[src/rtl/seg_io_ctrl_pkg.sv]
// Shared constants for the board I/O responder: register offsets and
// 7-segment glyph patterns (active-high, bit0=a .. bit6=g).
package seg_io_ctrl_pkg;

    localparam logic [3:0] OFF_DIGIT0 = 4'h0;
    localparam logic [3:0] OFF_DIGIT7 = 4'h7;
    localparam logic [3:0] OFF_STATUS = 4'h8;
    localparam logic [3:0] OFF_CTRL   = 4'h9;

    localparam logic [6:0] SEG_BLANK  = 7'h7F;
    localparam logic [4:0] DIGIT_RST  = 5'h10;

    localparam logic [6:0] HEX_0 = 7'h3F;
    localparam logic [6:0] HEX_1 = 7'h06;
    localparam logic [6:0] HEX_2 = 7'h5B;
    localparam logic [6:0] HEX_3 = 7'h4F;
    localparam logic [6:0] HEX_4 = 7'h66;
    localparam logic [6:0] HEX_5 = 7'h6D;
    localparam logic [6:0] HEX_6 = 7'h7D;
    localparam logic [6:0] HEX_7 = 7'h07;
    localparam logic [6:0] HEX_8 = 7'h7F;
    localparam logic [6:0] HEX_9 = 7'h6F;
    localparam logic [6:0] HEX_A = 7'h77;
    localparam logic [6:0] HEX_B = 7'h7C;
    localparam logic [6:0] HEX_C = 7'h39;
    localparam logic [6:0] HEX_D = 7'h5E;
    localparam logic [6:0] HEX_E = 7'h79;
    localparam logic [6:0] HEX_F = 7'h71;

    function automatic logic [6:0] hex_pattern(input logic [3:0] value);
        logic [6:0] pat;
        case (value)
            4'h0: pat = HEX_0;
            4'h1: pat = HEX_1;
            4'h2: pat = HEX_2;
            4'h3: pat = HEX_3;
            4'h4: pat = HEX_4;
            4'h5: pat = HEX_5;
            4'h6: pat = HEX_6;
            4'h7: pat = HEX_7;
            4'h8: pat = HEX_8;
            4'h9: pat = HEX_9;
            4'hA: pat = HEX_A;
            4'hB: pat = HEX_B;
            4'hC: pat = HEX_C;
            4'hD: pat = HEX_D;
            4'hE: pat = HEX_E;
            default: pat = HEX_F;
        endcase
        return pat;
    endfunction

endpackage

[src/rtl/seg7_hex_decoder.sv]
// Combinational hex digit to active-low 7-segment pattern; blank forces all
// segments dark. Output register lives in the parent.
module seg7_hex_decoder
    import seg_io_ctrl_pkg::*;
(
    input  logic [3:0] value,
    input  logic       blank,
    output logic [6:0] seg
);

    always_comb begin
        seg = blank ? SEG_BLANK : ~hex_pattern(value);
    end

endmodule

[src/rtl/seg_io_ctrl.sv]
// Memory-mapped responder for the 6502 bus: eight hex displays, a global
// blank control and a debounced start button with a sticky rising-edge event.
module seg_io_ctrl
    import seg_io_ctrl_pkg::*;
#(
    parameter logic [15:0] BASE_ADDR       = 16'hFF00,
    parameter int          DEBOUNCE_CYCLES = 16
) (
    input  logic        clk,
    input  logic        reset,
    input  logic [15:0] addr,
    input  logic [7:0]  wdata,
    input  logic        we,
    output logic [7:0]  rdata,
    output logic        sel,
    input  logic        start,
    output logic [6:0]  seg0,
    output logic [6:0]  seg1,
    output logic [6:0]  seg2,
    output logic [6:0]  seg3,
    output logic [6:0]  seg4,
    output logic [6:0]  seg5,
    output logic [6:0]  seg6,
    output logic [6:0]  seg7
);

    localparam int              CNT_W  = $clog2(DEBOUNCE_CYCLES);
    localparam logic [CNT_W-1:0] CNT_TC = CNT_W'(DEBOUNCE_CYCLES - 1);

    logic             hit;
    logic [3:0]       off;
    logic             wr;
    logic [4:0]       digit [8];
    logic             ctrl_blank;
    logic             sync1, sync2;
    logic [CNT_W-1:0] db_cnt;
    logic             start_level;
    logic             start_event;
    logic             level_rise;
    logic             event_clr;
    logic [7:0]       rd_mux;
    logic [6:0]       dec_seg [8];
    logic [6:0]       seg_q   [8];
    logic             unused_wdata;

    assign hit          = (addr[15:4] == BASE_ADDR[15:4]);
    assign off          = addr[3:0];
    assign wr           = hit && we;
    assign unused_wdata = ^wdata[7:5];

    always_ff @(posedge clk or posedge reset) begin
        if (reset) begin
            for (int i = 0; i < 8; i++) digit[i] <= DIGIT_RST;
            ctrl_blank <= 1'b0;
        end else if (wr) begin
            if (!off[3])
                digit[off[2:0]] <= wdata[4:0];
            else if (off == OFF_CTRL)
                ctrl_blank <= wdata[0];
        end
    end

    // Debounce: count only while the synchronised input disagrees with the
    // accepted level; any return to agreement discards the partial count.
    assign level_rise = sync2 && !start_level && (db_cnt == CNT_TC);
    assign event_clr  = wr && (off == OFF_STATUS) && wdata[1];

    always_ff @(posedge clk or posedge reset) begin
        if (reset) begin
            sync1       <= 1'b0;
            sync2       <= 1'b0;
            db_cnt      <= '0;
            start_level <= 1'b0;
            start_event <= 1'b0;
        end else begin
            sync1 <= start;
            sync2 <= sync1;
            if (sync2 == start_level) begin
                db_cnt <= '0;
            end else if (db_cnt == CNT_TC) begin
                db_cnt      <= '0;
                start_level <= sync2;
            end else begin
                db_cnt <= db_cnt + 1'b1;
            end
            // A new press takes priority over a same-cycle clear
            if (level_rise)
                start_event <= 1'b1;
            else if (event_clr)
                start_event <= 1'b0;
        end
    end

    always_comb begin
        rd_mux = 8'h00;
        if (!off[3]) begin
            rd_mux = {3'b000, digit[off[2:0]]};
        end else begin
            case (off)
                OFF_STATUS: rd_mux = {6'b0, start_event, start_level};
                OFF_CTRL:   rd_mux = {7'b0, ctrl_blank};
                default:    rd_mux = 8'h00;
            endcase
        end
    end

    always_ff @(posedge clk or posedge reset) begin
        if (reset) begin
            rdata <= 8'h00;
            sel   <= 1'b0;
        end else begin
            rdata <= hit ? rd_mux : 8'h00;
            sel   <= hit;
        end
    end

    for (genvar g = 0; g < 8; g++) begin : g_digit
        seg7_hex_decoder u_dec (
            .value (digit[g][3:0]),
            .blank (digit[g][4] | ctrl_blank),
            .seg   (dec_seg[g])
        );

        always_ff @(posedge clk or posedge reset) begin
            if (reset)
                seg_q[g] <= SEG_BLANK;
            else
                seg_q[g] <= dec_seg[g];
        end
    end

    assign seg0 = seg_q[0];
    assign seg1 = seg_q[1];
    assign seg2 = seg_q[2];
    assign seg3 = seg_q[3];
    assign seg4 = seg_q[4];
    assign seg5 = seg_q[5];
    assign seg6 = seg_q[6];
    assign seg7 = seg_q[7];

endmodule

[config.mk]
export PLATFORM = sky130hd
export DESIGN_NAME = seg_io_ctrl
export DESIGN_NICKNAME = d
export VERILOG_FILES = /design/src/rtl/seg_io_ctrl_pkg.sv /design/src/rtl/seg7_hex_decoder.sv /design/src/rtl/seg_io_ctrl.sv
export SDC_FILE = /design/constraint.sdc
export NUM_CORES = 1
export LEC_CHECK = 0
export ABC_AREA = 1
export BUFFER_PORTS_ARGS = -buffer_cell sky130_fd_sc_hd__buf_4
export CAP_MARGIN = 20
export CELL_PAD_IN_SITES_DETAIL_PLACEMENT = 0
export CELL_PAD_IN_SITES_GLOBAL_PLACEMENT = 2
export CORE_MARGIN = 3
export CORE_UTILIZATION = 34
export CTS_CLUSTER_SIZE = 16
export DETAILED_ROUTE_END_ITERATION = 10
export PLACE_DENSITY_LB_ADDON = 0.2
export SLEW_MARGIN = 0
export SYNTH_ARGS = -nofsm -noshare
export SYNTH_HDL_FRONTEND = slang
export SYNTH_HIERARCHICAL = 1
export SYNTH_SLANG_ARGS = --single-unit
[constraint.sdc]
create_clock -name clk -period 3.9 [get_ports clk]
set_clock_uncertainty 0.1 [all_clocks]
set_input_delay 0.195 -clock clk [delete_from_list [all_inputs] [get_ports clk]]
set_output_delay 0.195 -clock clk [all_outputs]
set_load 0.03 [all_outputs]
==> summary.md <==
| Metric | Value |
|---|---|
| Total GRT Usage | 0.154 |
| Final min period | 1.72 ns |
| Slew Limit Headroom | 0.463 |
| Number of global-route vias before repair | 5296 |
| DRC viols | 0 |
| Synth top area cells | dfstp_2 25%, dfrtp_1 17%, nand2_1 15% |
| Achievable frequency | 580 MHz |
| Area grow syn2layout | 14.8% |
| Post-CTS Setup Inserts | 0 |
| CTS max path bufs | 2 |
| Layout cell share with drive strength beyond 1 | 0.234 |
| Worst-path maximum fanout | 52 |
| Worst Path Arrival | 1.86 ns |
| Post-Route Setup TNS | 0 ns |
| CP Capture Type | flip-flop |
| First-pass GRT wire length | 27300 um |
| FP Rows | 50 |
| Hold Buf Count CTS | 1 |
| Hold Crit Class | in -> reg |
| Initial Util | 0.353 |
| Wirelength per Cell | 14.0 um |
| Post-synth cell types | 33 |
| Antenna diode count | 0 |
| Crit path largest cell delay | 0.67 ns |
| Instance count of the mapped netlist | 830 |
| Critical path required time | 4.04 ns |
| Worst-path cell chain | buf_4 -> inv_1 -> nand2_1 -> nor2_2 -> nand3_2 -> nor2_8 -> nand3_1 -> nand2_1 -> nand2_1 |
| Crit-path slowest cell | nor2_8 |
| Final setup vio count | 0 |
| Worst vdd rail ir drop | 199 uV |
| Status | finished, final reports clean |
| R2R depth | 5 |
| H-tree depth | 3 |
| CP Launch Type | input port |
| Synth area leader | dfstp_2 |
| Most used cell, CP | nand2_1 |
| RSZ-0062 raised after global routing | false |
| Hold path cells | 3 |
| Fill cell count | 2002 |
| Area used by multi-input combinational logic | 0.00326 mm2 |
| Via count | 5539 |
| Post-synth top area share | 0.249 |
| FF/Latch Area | 0.00286 mm2 |
| Fin nets | 971 |
| Dpl hpwl | 11400 um |
| Cells after DPL | 1139 |
| Routability Congestion | 0.839 |
| Worst Slack Setup Final | 2.18 ns |
| Slew Viols, Final | 0 |
| Seq cells post-synth | 111 |
| CTS tree | done |
| ANT nets after route | 0 |
| DR vias/cell | 4.79 |
| Critical path class | in -> reg |
| Core area | 0.0191 mm2 |
| Maximum number of pins on one net before global-route repair | 86 |
| Synth Area per Inst | 8.14 um2 |
| Final hold viol count | 0 |
| Total Wirelength | 16200 um |
| Die outline width | 147 um |
| Initial antenna violation count | 0 |
| Top-Level Pins | 93 |
| Clk root buf | clkbuf_16 |
| Ys Warns | 6 |
| Die area | 0.0216 mm2 |
| GRT overflow | 0 |
| Drt pass-1 iters | 5 |
| Pwr dens | 286 mW/mm2 |
| Reg clk slew, reported paths | 0.07 ns |
| Final worst-path cycle share | 0.442 |
| PostCTS Resize Cnt | 0 |
| Max cap viols | 0 |
| P_leak | 3.79 nW |
| Pre-CTS setup slack | 1.81 ns |
| Port bufs | 86 |
| Inserted Clock Buffers | 9 |
| Clock Latency Late Sink | 0.35 ns |
| Initial drt markers | 317 |
| Register area share after synthesis | 0.423 |
| Synth Cell Area | 0.00676 mm2 |
| Die H | 147 um |
| CTS Sinks | 111 |
| Post-Layout Cell Count | 1157 |
| Slew @ Worst Pin | 0.805 ns |
==> stage by stage <==
step	hold slack (ns)	area [um2]	power [mW]	utilization
detailed placement	0.210	7430	1.31	0.388
global route	0.0577	7760	2.32	0.405
finish	0.0578	7760	2.22	0.405
global placement	0.208	7430	1.31	0.388
CTS	0.0489	7720	2.26	0.404
floorplan	0.126	6770	1.27	-
==> cells by family after synthesis <==
family	share of synthesized area
buf+inv	0.0968
fa+ha+maj	0.0925
flops	0.423
xor+xnor	0.00130
compound gates	0.0455
other cells	0.000555
simple gates	0.341
==> path summary, 6_finish.rpt <==
path / startpoint / endpoint / slack [ns]
max: addr[4] / digit[13] / 2.18
min: wdata[4] / digit[34] / 0.06
max reg2reg: digit[27] / rdata[2] / 2.40
min reg2reg: sync1 / sync2 / 0.25
max in group asynchronous: reset / seg2[1] / 2.83
min in group asynchronous: reset / seg4[0] / 0.45
==> cells in the final DEF, fill, tap and decap left out, drive strengths merged, types with 4 or more instances in the layout <==
master,Yosys,final
dfstp,64,64
nand3,115,115
nor3,6,6
nor2,36,36
inv,89,89
buf,32,88
dfrtp,47,47
o211ai,15,15
ha,50,50
nand4,42,42
nand2,279,279
o21ai,29,29
or2,4,4
clkbuf,8,14
a21oi,10,10
==> sequential cells by signal (all words and copies together), names as in the netlist <==
register	flops
sync1	1
seg2	7
sel	1
sync2	1
db_cnt	4
ctrl_blank	1
seg5	7
seg1	7
seg0	7
seg3	7
seg7	7
seg4	7
seg6	7
rdata	5
start_event	1
start_level	1
digit	40
==> cell type report <==
type,count,share of cell area
multi-input combinational,592,0.419
sequential,111,0.368
timing repair buffer,90,0.0903
inverter,89,0.0437
tap,260,0.0419
clock buffer,14,0.0327
clock inverter,1,0.00387
==> power breakdown <==
| group | switching (mW) | leakage [nW] | internal, mW |
|---|---|---|---|
| clock network | 0.411 | 0.137 | 0.515 |
| logic | 0.0950 | 2.35 | 0.0374 |
| registers | 0.00264 | 1.31 | 1.16 |
==> worst max-delay path, delay by kind of cell <==
kind | cells | cell delay (ns)
buffers and inverters | 2 | 0.15
and+or+nand+nor | 7 | 1.52
==> routing by layer <==
| layer | global-route usage | routed length (um) |
|---|---|---|
| met5 | 0 | 0 |
| met2 | 0.238 | 7290 |
| met4 | 0.0485 | 209 |
| met1 | 0.218 | 7890 |
| met3 | 0.0293 | 806 |
==> Yosys cell counts <==
master	instances
nand2_1	271
nand3_1	106
inv_1	74
dfstp_2	64
ha_1	50
dfrtp_1	47
nand4_1	42
nor2_1	32
o21ai_0	18
buf_4	17
o211ai_1	15
inv_2	14
buf_6	11
o21ai_1	11
a21oi_1	10
nand2_2	8
clkbuf_1	6
nand3_4	6
nor3_4	5
or2_2	4
nand3_2	3
and3_1	2
buf_2	2
clkbuf_2	2
nor2_8	2
buf_1	1
buf_12	1
conb_1	1
inv_4	1
nor2_2	1
nor2_4	1
nor3_2	1
xor2_1	1
Note: power is estimated with default switching activity, not from simulation.
